==> config.mk <==
export PLATFORM = sky130hd
export DESIGN_NAME = axi_dma_port_arb
export DESIGN_NICKNAME = d
export VERILOG_FILES = /design/src/rtl/axi_tb_pkg.sv /design/src/rtl/arb_src_fifo.sv /design/src/rtl/axi_dma_port_arb.sv
export SDC_FILE = /design/constraint.sdc
export NUM_CORES = 1
export LEC_CHECK = 0
export CORE_AREA = 2 2 217 219
export DETAILED_ROUTE_END_ITERATION = 8
export DIE_AREA = 0 0 219 221
export GPL_TIMING_DRIVEN = 0
export PLACE_DENSITY = 0.43
export SKIP_CTS_REPAIR_TIMING = 1
export SLEW_MARGIN = 20
export SYNTH_ARGS = -nofsm -noshare
export SYNTH_HDL_FRONTEND = slang
export SYNTH_SLANG_ARGS = --single-unit
==> constraint.sdc <==
create_clock -name clk -period 3.45 [get_ports clk]
set_input_delay 1.035 -clock clk [delete_from_list [all_inputs] [get_ports clk]]
set_output_delay 1.035 -clock clk [all_outputs]
set_load 0.03 [all_outputs]
==> src/rtl/axi_tb_pkg.sv <==
// Shared AXI response codes, master indices and the round-robin pick helper
// used by the DMA port arbiter.
package axi_tb_pkg;

  localparam logic [1:0] OKAY   = 2'b00;
  localparam logic [1:0] SLVERR = 2'b10;

  localparam int unsigned LSU_M = 0;
  localparam int unsigned TB_M  = 1;

  // Two-way round robin: on a tie the last-granted master loses.
  function automatic logic rr_pick(logic [1:0] req, logic last);
    if (req[0] && req[1]) begin
      return ~last;
    end
    return req[1];
  endfunction

endpackage

==> src/rtl/arb_src_fifo.sv <==
// In-order 1-bit source FIFO: records which master owns each outstanding
// transaction so responses can be steered back without AXI IDs.
module arb_src_fifo #(
  parameter int unsigned Depth = 4
) (
  input  logic clk,
  input  logic reset_l,
  input  logic push_i,
  input  logic din_i,
  input  logic pop_i,
  output logic dout_o,
  output logic full_o,
  output logic empty_o
);

  localparam int unsigned PtrW = $clog2(Depth);

  logic [Depth-1:0] mem_q;
  logic [PtrW-1:0]  wptr_q, rptr_q;
  logic [PtrW:0]    cnt_q;
  logic             do_push, do_pop;

  always_comb begin
    empty_o = (cnt_q == '0);
    full_o  = (cnt_q == (PtrW+1)'(Depth));
    dout_o  = mem_q[rptr_q];
    do_pop  = pop_i & ~empty_o;
    // A full FIFO still accepts a push when it is popped in the same cycle.
    do_push = push_i & (~full_o | do_pop);
  end

  always_ff @(posedge clk or negedge reset_l) begin
    if (!reset_l) begin
      mem_q  <= '0;
      wptr_q <= '0;
      rptr_q <= '0;
      cnt_q  <= '0;
    end else begin
      if (do_push) begin
        mem_q[wptr_q] <= din_i;
        wptr_q        <= wptr_q + PtrW'(1);
      end
      if (do_pop) begin
        rptr_q <= rptr_q + PtrW'(1);
      end
      unique case ({do_push, do_pop})
        2'b10:   cnt_q <= cnt_q + (PtrW+1)'(1);
        2'b01:   cnt_q <= cnt_q - (PtrW+1)'(1);
        default: cnt_q <= cnt_q;
      endcase
    end
  end

endmodule

==> src/rtl/axi_dma_port_arb.sv <==
// Two-master arbiter onto the single-beat AXI DMA slave port; responses are
// routed back through in-order source FIFOs.
module axi_dma_port_arb
  import axi_tb_pkg::*;
#(
  parameter int unsigned AW    = 32,
  parameter int unsigned DW    = 64,
  parameter int unsigned OUTST = 4
) (
  input  logic            clk,
  input  logic            reset_l,
  input  logic [1:0]      m_arvalid,
  input  logic [2*AW-1:0] m_araddr,
  output logic [1:0]      m_arready,
  output logic [1:0]      m_rvalid,
  output logic [DW-1:0]   m_rdata,
  output logic [1:0]      m_rresp,
  input  logic [1:0]      m_rready,
  input  logic [1:0]      m_awvalid,
  input  logic [2*AW-1:0] m_awaddr,
  output logic [1:0]      m_awready,
  input  logic [1:0]      m_wvalid,
  input  logic [2*DW-1:0] m_wdata,
  output logic [1:0]      m_wready,
  output logic [1:0]      m_bvalid,
  output logic [1:0]      m_bresp,
  input  logic [1:0]      m_bready,
  output logic            s_arvalid,
  output logic [AW-1:0]   s_araddr,
  input  logic            s_arready,
  input  logic            s_rvalid,
  input  logic [DW-1:0]   s_rdata,
  input  logic [1:0]      s_rresp,
  output logic            s_rready,
  output logic            s_awvalid,
  output logic [AW-1:0]   s_awaddr,
  input  logic            s_awready,
  output logic            s_wvalid,
  output logic [DW-1:0]   s_wdata,
  input  logic            s_wready,
  input  logic            s_bvalid,
  input  logic [1:0]      s_bresp,
  output logic            s_bready,
  output logic            proto_err
);

  logic ar_lock_q, ar_gnt_q, ar_last_q, ar_gnt, ar_stall;
  logic aw_lock_q, aw_gnt_q, aw_last_q, aw_gnt, aw_stall;
  logic r_head, r_full, r_empty, r_push, r_pop;
  logic w_head, w_full, w_empty, w_pop;
  logic b_head, b_full, b_empty, b_pop;
  logic aw_push, proto_err_q, proto_err_d;

  // Response routing: only the FIFO-head lane sees valid, only it drives ready.
  always_comb begin
    s_rready = ~r_empty & m_rready[r_head];
    r_pop    = s_rvalid & s_rready;
    m_rvalid = '0;
    m_rvalid[r_head] = s_rvalid & ~r_empty;
    m_rdata  = s_rdata;
    m_rresp  = s_rresp;

    s_bready = ~b_empty & m_bready[b_head];
    b_pop    = s_bvalid & s_bready;
    m_bvalid = '0;
    m_bvalid[b_head] = s_bvalid & ~b_empty;
    m_bresp  = s_bresp;

    // W waits until its AW has been forwarded, then follows AW order.
    s_wvalid = m_wvalid[w_head] & ~w_empty;
    s_wdata  = w_head ? m_wdata[2*DW-1:DW] : m_wdata[DW-1:0];
    w_pop    = s_wvalid & s_wready;
    m_wready = '0;
    m_wready[w_head] = s_wready & ~w_empty;
  end

  // Address arbiters: a slot freed by a same-cycle pop counts as space.
  always_comb begin
    ar_gnt    = ar_lock_q ? ar_gnt_q : rr_pick(m_arvalid, ar_last_q);
    ar_stall  = r_full & ~r_pop;
    s_arvalid = reset_l & m_arvalid[ar_gnt] & ~ar_stall;
    s_araddr  = ar_gnt ? m_araddr[2*AW-1:AW] : m_araddr[AW-1:0];
    m_arready = '0;
    m_arready[ar_gnt] = reset_l & s_arready & ~ar_stall;
    r_push    = s_arvalid & s_arready;

    aw_gnt    = aw_lock_q ? aw_gnt_q : rr_pick(m_awvalid, aw_last_q);
    aw_stall  = (w_full & ~w_pop) | (b_full & ~b_pop);
    s_awvalid = reset_l & m_awvalid[aw_gnt] & ~aw_stall;
    s_awaddr  = aw_gnt ? m_awaddr[2*AW-1:AW] : m_awaddr[AW-1:0];
    m_awready = '0;
    m_awready[aw_gnt] = reset_l & s_awready & ~aw_stall;
    aw_push   = s_awvalid & s_awready;

    proto_err_d = proto_err_q | (s_rvalid & r_empty) | (s_bvalid & b_empty);
    proto_err   = proto_err_q;
  end

  always_ff @(posedge clk or negedge reset_l) begin
    if (!reset_l) begin
      ar_lock_q   <= 1'b0;
      ar_gnt_q    <= 1'(LSU_M);
      ar_last_q   <= 1'(TB_M);
      aw_lock_q   <= 1'b0;
      aw_gnt_q    <= 1'(LSU_M);
      aw_last_q   <= 1'(TB_M);
      proto_err_q <= 1'b0;
    end else begin
      ar_lock_q   <= s_arvalid & ~s_arready;
      ar_gnt_q    <= ar_gnt;
      aw_lock_q   <= s_awvalid & ~s_awready;
      aw_gnt_q    <= aw_gnt;
      proto_err_q <= proto_err_d;
      if (r_push)  ar_last_q <= ar_gnt;
      if (aw_push) aw_last_q <= aw_gnt;
    end
  end

  arb_src_fifo #(.Depth(OUTST)) u_rfifo (
    .clk(clk), .reset_l(reset_l), .push_i(r_push), .din_i(ar_gnt), .pop_i(r_pop),
    .dout_o(r_head), .full_o(r_full), .empty_o(r_empty)
  );

  arb_src_fifo #(.Depth(OUTST)) u_wfifo (
    .clk(clk), .reset_l(reset_l), .push_i(aw_push), .din_i(aw_gnt), .pop_i(w_pop),
    .dout_o(w_head), .full_o(w_full), .empty_o(w_empty)
  );

  arb_src_fifo #(.Depth(OUTST)) u_bfifo (
    .clk(clk), .reset_l(reset_l), .push_i(aw_push), .din_i(aw_gnt), .pop_i(b_pop),
    .dout_o(b_head), .full_o(b_full), .empty_o(b_empty)
  );

endmodule

## Yosys cells after proc, flatten, opt, wreduce, memory -nomap -nowiden

Cells that the tools add are included.

| word-level totals | value |
|---|---|
| bits in registers | 40 |
| output and inout bits | 212 |
| word-level logic and storage cells | 182 |
| input port bits | 341 |

| cells by class | value |
|---|---|
| magnitude comparators | 19 |
| bitwise operators | 58 |
| $add $sub $neg | 12 |
| muxes and demuxes | 49 |
| reductions and logical operators | 16 |
| eq/ne operators | 9 |

Operator list:

| kind | count |
|---|---|
| two-way mux 32 bit | 2 |
| two-way mux 64 bit | 1 |
| bitwise AND 1 bit | 32 |
| two-way mux 1 bit | 29 |
| < comparator 2 x 3 -> 1 bit (second input constant) | 6 |
| case mux 3 bit (2 select lines) | 3 |
| NOT 1 bit | 15 |
| adder 2 x 1 -> 2 bit (second input constant) | 6 |
| bitwise mux 4 bit | 3 |
| bitwise AND 2 bit | 5 |
| logical AND 1 bit | 10 |
| < comparator 1 x 2 -> 1 bit (second input constant) | 5 |
| adder 3 x 1 -> 3 bit (second input constant) | 3 |
| == test 3 bit (second input constant) | 3 |
| zero test 3 bit | 3 |
| subtractor 3 x 1 -> 3 bit (second input constant) | 3 |
| binary-select mux 1 bit (select 2 bit) | 3 |
| demux 1 bit (select 2 bit) | 3 |
| == test 2 x 1 -> 1 bit (second input constant) | 3 |
| == test 2 bit (second input constant) | 3 |
| greater-or-equal comparator 2 x 1 -> 1 bit (second input constant) | 3 |
| OR 1 bit | 6 |
| nonzero test 2 bit | 3 |
| demux 1 bit (select 1 bit) | 5 |
| greater-or-equal comparator 1 bit (second input constant) | 5 |

## Depth between registers and ports, before layout

Gate-level depths: netlist of run 1.

| depth | value |
|---|---|
| depth after elaboration | 15 |
| gate-level depth with buffers | 13 |
| depth with buffers taken out | 11 |

## Hierarchy

A second synthesis of run 1 with hierarchy kept.

| unflattened totals | value |
|---|---|
| cells, all modules | 459 |
| area, all modules | 4570.6 sq um |

Modules (own cells, without submodules):

| module | cells an instance | instances | area each (sq um) |
|---|---|---|---|
| axi_dma_port_arb | 277 | 1 | 2548.7 |
| arb_src_fifo (u_bfifo ...) | 66 | 2 | 701.9 |
| arb_src_fifo (u_wfifo) | 50 | 1 | 618.1 |

## Worst setup path before layout of run 1

OpenSTA, ideal clock, no wires.

| path | value |
|---|---|
| path kind | input-to-output |
| start | in m_wvalid[0] |
| end | out m_awready[0] |
| setup slack | 0.129 ns |
| buffers on the path | 1 |
| stages | 6 |
| arrival time | 2.286 ns |
| cell sequence | nand3_1 > mux2_2 > o2111ai_1 > clkbuf_1 > nand3_1 > nor2_1 |

| between the ends | value |
|---|---|
| longest elaborated chain between the ends | 10 |

RTL lines:

| item | RTL line | RTL |
|---|---|---|
| from (decl) | axi_dma_port_arb.sv:22 | `input logic [1:0] m_wvalid,` |
| two-way mux 1 bit (not written as such) (2 in series) | axi_dma_port_arb.sv:70 | `s_wvalid = m_wvalid[w_head] & ~w_empty;` |
| bitwise AND 1 bit | axi_dma_port_arb.sv:70 |  |
| bitwise AND 1 bit | axi_dma_port_arb.sv:72 | `w_pop = s_wvalid & s_wready;` |
| NOT 1 bit | axi_dma_port_arb.sv:88 | `aw_stall = (w_full & ~w_pop) \| (b_full & ~b_pop);` |
| bitwise AND 1 bit | axi_dma_port_arb.sv:88 |  |
| OR 1 bit | axi_dma_port_arb.sv:88 |  |
| NOT 1 bit | axi_dma_port_arb.sv:92 | `m_awready[aw_gnt] = reset_l & s_awready & ~aw_stall;` |
| bitwise AND 1 bit | axi_dma_port_arb.sv:92 |  |
| bitwise AND 2 bit (no line) | n/a |  |
| to (decl) | axi_dma_port_arb.sv:21 | `output logic [1:0] m_awready,` |

No other way between the ends. The select of a mux whose other input is x is not followed.

## Final worst setup path of run 1

| path | value |
|---|---|
| start | reg u_wfifo.rptr_q[0] |
| end | out s_wvalid |

| between the ends | value |
|---|---|
| longest elaborated chain between the ends | 5 |

RTL lines:

| item | RTL line | RTL |
|---|---|---|
| from (decl) | arb_src_fifo.sv:19 | `logic [PtrW-1:0] wptr_q, rptr_q;` |
| from (signal assigned) | arb_src_fifo.sv:44 | `rptr_q <= rptr_q + PtrW'(1);` |
| binary-select mux 1 bit (select 2 bit) | arb_src_fifo.sv:26 | `dout_o = mem_q[rptr_q];` |
| two-way mux 1 bit (not written as such) | arb_src_fifo.sv:26 |  |
| two-way mux 1 bit (not written as such) (2 in series) | axi_dma_port_arb.sv:70 |  |
| bitwise AND 1 bit | axi_dma_port_arb.sv:70 |  |
| to (decl) | axi_dma_port_arb.sv:38 | `output logic s_wvalid,` |

No other way between the ends. The select of a mux whose other input is x is not followed.

==> results of run 1 <==
## how the worst max path moves through the flow
stage / from / endpoint / slack (ns) / cells after the start
after floorplan: m_wvalid[0] / m_awready[0] / 0.13 / 6
after global placement: reset_l / m_awready[0] / -2.75 / 7
after detailed placement: s_wready / m_awready[0] / -1.37 / 8
after CTS: s_wready / m_awready[0] / -1.39 / 8
after global routing: u_wfifo.rptr_q[0] / s_wvalid / -0.18 / 4
final: u_wfifo.rptr_q[0] / s_wvalid / -0.05 / 4
## flip-flops by register name, indices dropped and copies added, names as in the netlist
name and count:
ar_gnt_q 1, u_bfifo.mem_q 4, u_bfifo.wptr_q 2, proto_err 1
ar_last_q 1, u_rfifo.mem_q 4, aw_last_q 1, aw_gnt_q 1
aw_lock_q 1, u_bfifo.cnt_q 3, u_rfifo.cnt_q 3, u_wfifo.wptr_q 2
u_wfifo.cnt_q 3, u_rfifo.rptr_q 2, u_wfifo.mem_q 4, ar_lock_q 1
u_wfifo.rptr_q 2, u_rfifo.wptr_q 2, u_bfifo.rptr_q 2
## synth_stat cells (2+ instances only)
| cell | instances | area share |
|---|---|---|
| fa_1 | 3 | 0.014 |
| mux4_2 | 3 | 0.016 |
| nand2b_1 | 3 | 0.0043 |
| nor2_1 | 19 | 0.016 |
| nand2_1 | 110 | 0.096 |
| a41oi_1 | 12 | 0.024 |
| xnor2_1 | 9 | 0.018 |
| nor3_1 | 4 | 0.0046 |
| dfstp_2 | 2 | 0.012 |
| nor2b_1 | 2 | 0.0029 |
| buf_1 | 5 | 0.0043 |
| buf_2 | 5 | 0.0058 |
| mux2_2 | 99 | 0.26 |
| o2bb2ai_1 | 2 | 0.0041 |
| o21ai_0 | 3 | 0.0035 |
| a31oi_1 | 12 | 0.017 |
| inv_1 | 21 | 0.018 |
| dfrtp_1 | 38 | 0.22 |
| mux2_4 | 3 | 0.010 |
| buf_4 | 68 | 0.12 |
| ha_1 | 15 | 0.043 |
| nand3_1 | 4 | 0.0046 |
| buf_6 | 2 | 0.0052 |
| clkbuf_1 | 12 | 0.010 |
| mux2i_1 | 9 | 0.021 |
| xor2_1 | 9 | 0.018 |
| and3_1 | 2 | 0.0029 |
| a21oi_1 | 2 | 0.0023 |
## kinds of logic after synthesis
logic type               Yosys count  share of synthesized area
flip-flops                        40                      0.232
multiplexers                     115                      0.308
XOR/XNOR                          18                     0.0365
adder cells (fa/ha/maj)           18                     0.0573
buffers and inverters            114                      0.163
AND/OR/NAND/NOR                  147                      0.137
AO/OA/AOI/OAI                     36                     0.0657
## worst reg2reg max path, delay by kind of cell (launching register included)
kind	cells	cell delay, ns
multiplexers	2	0.86
adder cells (fa/ha/maj)	2	0.54
flip-flops	1	0.41
buffers and inverters	4	0.39
AND/OR/NAND/NOR	2	0.31
XOR/XNOR	2	0.31
AO/OA/AOI/OAI	1	0.11
## power breakdown
| group | internal (mW) | switching, mW |
|---|---|---|
| combinational | 2.56 | 3.26 |
| clock | 0.345 | 0.220 |
| sequential | 0.708 | 0.196 |
| total | 3.61 | 3.68 |
## stage by stage
stage	setup slack [ns]	total power, mW	instance area (um^2)	setup TNS [ns]	hold WS (ns)
finish	-0.0541	7.29	10400	-0.0541	0.486
global route	-0.180	7.74	10400	-0.355	0.514
CTS	-1.39	7.52	10100	-102.55	0.490
detailed placement	-1.37	6.89	9920	-82.18	0.479
global placement	-2.75	6.90	9930	-127.70	0.477
floorplan	0.129	4.43	4320	0	0.453
## metal layers
| layer | up-vias | part of all wire | track usage |
|---|---|---|---|
| met1 | 2404 | 0.38 | 0.110 |
| li1 | 2584 | - | - |
| met3 | 14 | 0.082 | 0.0263 |
| met2 | 248 | 0.52 | 0.181 |
| met4 | 2 | 0.014 | 0.0201 |
| met5 | - | 0.00066 | 0 |
## layout make-up
class,count,area [um^2]
timing repair buffer,494,4930
clock buffer,5,125
clock inverter,3,46.3
fill,5096,35700
sequential,40,1000
multi-input combinational,334,2710
antenna,2,5.00
inverter,22,82.6
tap,607,759
buffer,91,702
## cells in the final DEF, fill, tap and decap left out, types with 2 or more instances in the layout
cell type	count
buf_4	83
a41oi_1	12
clkbuf_2	51
nor2_2	2
nor2_4	3
nand2_4	2
buf_2	3
xor2_1	9
nand2_1	109
mux2i_1	8
a21oi_1	2
and3_1	2
fa_1	3
a31oi_1	12
dfrtp_1	37
dfstp_2	2
nand2b_1	3
mux2_2	99
inv_1	21
buf_6	10
nand3_1	3
ha_1	15
diode_2	2
clkdlybuf4s50_1	333
nor2b_1	2
clkbuf_16	5
o21ai_0	3
mux4_2	3
clkbuf_4	5
nor3_1	4
dlymetal6s2s_1	97
mux2_4	3
nor2_1	14
xnor2_1	9
==> impl_metrics.yaml, run 1 <==
min_path:
  hold_start: "u_bfifo.rptr_q[1]"
  min_to: "u_bfifo.rptr_q[1]"
  hold_depth: 1
  hold_path_class: "reg -> reg"
outcome:
  violations: "negative setup slack"
  outcome: "finished with violations"
placement:
  gp_congestion: 0.769
  dp_hpwl_mm: 22.5
  place_inst: 1579
  io_buffer_count: 484
die:
  dieHeight_um: 221
  die_w_um: 219
  die_area_mm2: 0.0484
  core-area_mm2: 0.0461
  start_util: 0.0939
  num_rows: 79
  ios: 553
sta:
  finalWorstSetupSlack_ns: -0.0541
  tightest_slew_ns: 0.569
  fmax_mhz: 285
  setup_viol: 1
  fin_crit_ns: 3.50
  hold_viol: 0
  period_share: 1.02
  drv_slew: 0
  relSlewSlack: 0.618
  skew_ns: 0.00991
  rsz0062_at_grt: "true"
clocking:
  clockBufferDepth: 2
  cts_buffers: 5
  clk_latency_ns: 0.29
  cts_root_buf: "clkbuf_16"
  clkSinkCount: 40
  htree_levels: 2
  cts.clk_slew.worst_paths_ns: 0.07
  cts_tree: "done"
synthesis:
  async_reset_ff_frac: 1.00
  avgSynthCellArea_um2: 8.86
  ys_seq_area_frac: 0.232
  ys.flop_type: "dfrtp_1"
  syn_nets: 847
  syn_inst: 488
  synth-edff-count: 0
  synth_area_mm2: 0.00432
  yosysUniqueCellTypes: 38
  yosysWarnings: 0
  yosys_register_bits: 40
layout:
  instances_no_fill: 1598
  area_growth_pct: 140
  drive_gt1_frac: 0.288
  fin_util: 0.225
  final_net_count: 1347
power:
  ir_drop_mv: 0.478
  powerDensity_mw_per_mm2: 703
  leakage_nw: 5.11
global_routing:
  grt_pass1_vias: 5339
  track_usage: 0.0974
  grt_max_degree: 45
  antenna_found_initial: 3
  grt_pass1_wl_mm: 35.3
  gr-total-overflow: 0
run:
  maxCapViolations: 0
drt:
  drt_iter0_drc: 122
  drtAntennaViolNets: 0
  wl_per_cell_um: 16.1
  drtPass1Iterations: 4
  viasPerCell: 3.29
  wirelength_mm: 25.7
  vias: 5252
  drc: 0
setup_path:
  cp_slowest_cell: "clkdlybuf4s50_1"
  cpPeakStageDelay_ns: 0.65
  worst_ep_required_time_ns: 2.41
  regToRegSetupSlack_ns: 0.42
  crit_family: "multiplexers"
  critPathArrivalTime_ns: 2.47
  end_kind: "output pin"
  crit_type: "reg -> out"
  timing.rr.start: "u_bfifo.rptr_q[0]"
  startpoint_type: "flip-flop"
  reg2reg_to: "u_bfifo.cnt_q[2]"
  path_max_fanout: 6
  r2r_cells: 13
  critPathBufInv: 1
  worstPathCellList: "mux4_2 -> mux2i_1 -> nor2_1 -> clkdlybuf4s50_1"
Note: power is estimated with default switching activity, not from simulation.
==> run 2, diff against run 1 <==
- PLACE_DENSITY: 0.43 -> 0.36
==> impl_metrics.yaml, run 2 (synthesized netlist as in run 1, its figures left out) <==
layout:
  final_common_cell: "clkdlybuf4s50_1"
  reg_top3: "u_bfifo.mem_q x4, u_rfifo.mem_q x4, u_wfifo.mem_q x4"
  instances_no_fill: 1600
  final_cell_mix: "clkdlybuf4s50_1, nand2_1, mux2_2, buf_4, dlymetal6s2s_1"
  final_net_count: 1350
  fill_cells: 5087
  drive_gt1_frac: 0.308
  area_growth_pct: 137
run:
  maxCapViolations: 0
clocking:
  htree_levels: 2
  cts_buffers: 5
  clkSinkCount: 40
  cts.clk_slew.worst_paths_ns: 0.07
  clockBufferDepth: 2
  clk_latency_ns: 0.29
  cts_tree: "done"
  cts_root_buf: "clkbuf_16"
die:
  die_w_um: 219
  start_util: 0.0939
  num_rows: 79
  core-area_mm2: 0.0461
  dieHeight_um: 221
  die_area_mm2: 0.0484
  ios: 553
sta:
  fmax_mhz: 298
  fin_crit_ns: 3.36
  drv_slew: 0
  skew_ns: 0.00776
  whs_ns: 0.480
  period_share: 0.973
  tightest_slew_ns: 0.477
  finalWorstSetupSlack_ns: 0.0948
  hold_viol: 0
  relSlewSlack: 0.681
  setup_viol: 0
placement:
  io_buffer_count: 484
  gp_congestion: 0.733
  place_inst: 1579
  pre_cts_slack_ns: -1.22
  dp_hpwl_mm: 21.4
setup_path:
  regToRegSetupSlack_ns: 0.43
  end_kind: "output pin"
  path_max_fanout: 10
  r2r_cells: 12
  worst_ep_required_time_ns: 2.41
  reg2reg_to: "u_rfifo.cnt_q[2]"
  critPathArrivalTime_ns: 2.32
  crit_type: "reg -> out"
  timing.rr.start: "u_rfifo.rptr_q[0]"
  startpoint_type: "flip-flop"
drt:
  wirelength_mm: 24.5
  drtPass1Iterations: 4
  drt_iter0_drc: 103
  vias: 5279
  wl_per_cell_um: 15.3
  drtAntennaViolNets: 0
  drc: 0
  viasPerCell: 3.30
global_routing:
  grt_max_degree: 45
  grt_pass1_wl_mm: 34.3
  grt_pass1_vias: 5429
  gr-total-overflow: 0
  antenna_found_initial: 3
  track_usage: 0.0936
outcome:
  outcome: "finished clean"
min_path:
  hold_start: "u_bfifo.rptr_q[1]"
  hold_path_class: "reg -> reg"
  min_to: "u_bfifo.rptr_q[1]"
  hold_depth: 1
power:
  powerDensity_mw_per_mm2: 697
  leakage_nw: 4.96
  ir_drop_mv: 0.460
==> run 2: cell types whose count changed in the layout (fill, tap and decap cells not counted), moves of 2 or more <==
cell,before,now
clkbuf_2,51,63
dlymetal6s2s_1,97,79
clkbuf_4,5,10
buf_4,83,87
nor2_4,3,1
==> run 2: worst max path at each step <==
stage / from / slack, ns / to
after global placement: reset_l / -2.73 / m_awready[1]
after CTS: m_arvalid[0] / -1.25 / s_araddr[1]
after floorplan: m_wvalid[0] / 0.13 / m_awready[0]
final: u_wfifo.rptr_q[0] / 0.09 / s_wdata[46]
after detailed placement: m_arvalid[0] / -1.22 / s_araddr[1]
after global routing: s_wready / -0.001 / s_awvalid
==> run 2: stage by stage <==
stage / TNS (ns) / instance area, um^2 / power, mW / utilization
5_1_grt: -0.00215 / 10200 / 7.63 / 0.222
3_3_place_gp: -133.54 / 9930 / 6.85 / 0.216
3_5_place_dp: -85.36 / 9920 / 6.83 / 0.215
4_1_cts: -105.24 / 10100 / 7.45 / 0.219
2_1_floorplan: 0 / 4320 / 4.43 / -
6_report: 0 / 10200 / 7.14 / 0.222
==> run 2: area by class of cell <==
class	count	area, um^2	area share
repair buffers	497	4810	0.470
multi-input cells	334	2690	0.263
flip-flops and latches	40	1000	0.0981
well taps	607	759	0.0742
plain buffers	91	717	0.0700
clock buffers	5	125	0.0122
inverters	22	82.6	0.00807
clock inverters	3	46.3	0.00452
diodes	1	2.50	0.000244
==> run 2: critical path, stage by stage (launching register included) <==
cell      delay, ns
dfrtp_2        0.43
mux4_2         0.56
clkbuf_4       0.24
clkbuf_4       0.23
mux2_2         0.34
clkbuf_2       0.21
==> run 2: report_power, final <==
part | internal [mW] | switching (mW)
Sequential | 0.708 | 0.195
Clock | 0.345 | 0.222
Combinational | 2.48 | 3.19
Total | 3.53 | 3.60
==> run 2: layer usage <==
metal,track usage,share of wire,up-vias
met5,0,0.0011,-
met1,0.106,0.38,2410
met2,0.180,0.52,259
met3,0.0243,0.085,16
met4,0.00632,0.014,4
li1,-,-,2590
==> run 3, diff against run 2 <==
--- a/config.mk
+++ b/config.mk
@@ -6,12 +6,13 @@
 export NUM_CORES = 1
 export LEC_CHECK = 0
-export CORE_AREA = 2 2 217 219
+export CORE_AREA = 2 2 212 214
 export DETAILED_ROUTE_END_ITERATION = 8
-export DIE_AREA = 0 0 219 221
+export DIE_AREA = 0 0 214 216
 export GPL_TIMING_DRIVEN = 0
-export PLACE_DENSITY = 0.36
+export PLACE_DENSITY = 0.38
 export SKIP_CTS_REPAIR_TIMING = 1
 export SLEW_MARGIN = 20
 export SYNTH_ARGS = -nofsm -noshare
 export SYNTH_HDL_FRONTEND = slang
+export SYNTH_HIERARCHICAL = 1
 export SYNTH_SLANG_ARGS = --single-unit
==> constraint.sdc (replaced) <==
create_clock -name clk -period 3.15 [get_ports clk]
set_input_delay 0.945 -clock clk [delete_from_list [all_inputs] [get_ports clk]]
set_output_delay 0.945 -clock clk [all_outputs]
set_load 0.05 [all_outputs]
==> impl_metrics.yaml, run 3 <==
clocking:
  cts_tree: "done"
  cts.clk_slew.worst_paths_ns: 0.06
  cts_buffers: 5
  cts_root_buf: "clkbuf_16"
  clkSinkCount: 40
  clk_latency_ns: 0.30
  clockBufferDepth: 2
  htree_levels: 2
synthesis:
  syn_nets: 816
  yosys.area.top_type_share: 0.224
  ys.flop_type: "dfrtp_1"
  netlist.top_cell.by_area: "mux2_2"
  yosysUniqueCellTypes: 48
  synthTopCellsByArea: "mux2_2, dfrtp_1, mux2_1"
  ys_seq_area_frac: 0.220
  synth.most_common_cell: "mux2_2"
  synth_area_mm2: 0.00457
  yosysWarnings: 6
  syn_inst: 459
  avgSynthCellArea_um2: 9.96
  yosys_register_bits: 40
  synth-edff-count: 0
  netlist_top_cells_count: "mux2_2, buf_4, mux2_1"
  async_reset_ff_frac: 1.00
sta:
  skew_ns: 0.00579
  setup_viol: 46
  whs_ns: 0.481
  rsz0062_at_grt: "true"
  setup_tns_ns: -4.77
  hold_viol: 0
  drv_slew: 0
  fmax_mhz: 298
  relSlewSlack: 0.553
  fin_crit_ns: 3.36
  finalWorstSetupSlack_ns: -0.206
  tightest_slew_ns: 0.670
  period_share: 1.07
setup_path:
  path_max_fanout: 4
  critPathArrivalTime_ns: 2.41
  startpoint_type: "primary input"
  end_kind: "output pin"
  crit_type: "in -> out"
  worst_ep_required_time_ns: 2.20
placement:
  gp_congestion: 0.830
  place_area_mm2: 0.0102
  dp_hpwl_mm: 27.0
  place_inst: 1535
  io_buffer_count: 484
  pre_cts_slack_ns: -1.20
min_path:
  hold_path_class: "reg -> reg"
global_routing:
  antenna_found_initial: 3
  grt_pass1_vias: 5294
  gr-total-overflow: 0
  grt_pass1_wl_mm: 41.6
  grt_max_degree: 47
  track_usage: 0.125
layout:
  reg_top3: "u_bfifo/mem_q x4, u_rfifo/mem_q x4, u_wfifo/mem_q x4"
  multiInputGateArea_mm2: 0.00319
  seq_area_mm2: 0.00100
  drive_gt1_frac: 0.434
  area_growth_pct: 145
  final_cell_area_mm2: 0.0112
  instances_no_fill: 1586
  fill_cells: 4719
  fin_util: 0.255
  final_net_count: 1347
  final_cell_mix: "clkdlybuf4s50_1, buf_4, mux2_2, buf_6, clkbuf_4"
  final_common_cell: "clkdlybuf4s50_1"
run:
  maxCapViolations: 0
drt:
  vias: 5379
  drtPass1Iterations: 4
  viasPerCell: 3.39
  drtAntennaViolNets: 0
  drt_iter0_drc: 122
  wl_per_cell_um: 19.8
  drc: 0
  wirelength_mm: 31.3
die:
  die_area_mm2: 0.0462
  num_rows: 77
  start_util: 0.104
  dieHeight_um: 216
  core-area_mm2: 0.0438
  die_w_um: 214
  ios: 553
outcome:
  violations: "negative setup slack"
  outcome: "finished with violations"
power:
  leakage_nw: 4.83
  ir_drop_mv: 0.585
  p_total_mw: 9.42
  powerDensity_mw_per_mm2: 843
[run 3: cell count changes after synthesis, moves of 4 or more]
cell / delta
clkbuf_1: -12
a41oi_1: -12
buf_2: +6
mux2_1: +52
o22ai_1: +4
nor2_1: +15
a31oi_1: -12
buf_1: -5
mux2i_1: -5
mux2_2: -8
buf_4: +6
nand2_1: -91
nand2b_1: +5
[run 3: worst max-delay path, stage by stage]
cell and delay [ns]:
clkdlybuf4s50_1 0.48, nand2b_1 0.15, o21ai_4 0.24, nand3_2 0.14
nor3_4 0.25, buf_6 0.19
[run 3: power by group]
part           total, mW  switching [mW]  internal, mW
Combinational       7.81            4.65          3.16
Sequential         0.999           0.240         0.760
Clock              0.611           0.234         0.377
[run 3: metal layers]
layer / wire length, um / up-vias / track usage / share of wire
met3: 1770 / 14 / 0.0303 / 0.057
met5: 0 / - / 0 / 0
met2: 16500 / 196 / 0.228 / 0.53
li1: - / 2600 / - / -
met1: 12600 / 2569 / 0.148 / 0.40
met4: 450 / 0 / 0.0247 / 0.014
[run 3: path summary, 6_finish.rpt]
| check | start | end | slack, ns | cells past startpoint |
|---|---|---|---|---|
| hold / removal | ar_last_q | ar_last_q | 0.48 | 1 |
| min in group asynchronous | reset_l | ar_lock_q | 0.67 | 1 |
| hold reg to reg | ar_last_q | ar_last_q | 0.48 | 1 |
| setup / recovery | s_bvalid | m_awready[1] | -0.21 | 6 |
| setup reg to reg | u_wfifo/rptr_q[0] | u_bfifo/cnt_q[1] | -0.08 | 11 |
| max in group asynchronous | reset_l | u_wfifo/mem_q[2] | 2.02 | 1 |
[run 3: cells by family (layout without fill, tap and decap cells)]
| group | Yosys count | after routing | share of synthesized area |
|---|---|---|---|
| AOI/OAI and AO/OA | 31 | 31 | 0.0517 |
| xor gates and xnor gates | 16 | 16 | 0.0307 |
| adders and majority gates | 16 | 16 | 0.0487 |
| buffers and inverters | 110 | 642 | 0.155 |
| DFF | 40 | 40 | 0.220 |
| muxes | 151 | 151 | 0.379 |
| other | 0 | 3 | 0 |
| and+or+nand+nor | 95 | 95 | 0.116 |
[run 3: cell type report]
class                   instances  area share
repair buffers                524       0.468
inverters                      23     0.00862
clock inverters                 3     0.00414
flip-flops and latches         40      0.0898
plain buffers                  86      0.0656
diodes                          3    0.000672
well taps                     592      0.0663
repair inverters                1    0.000448
multi-input cells             309       0.285
clock buffers                   5      0.0112
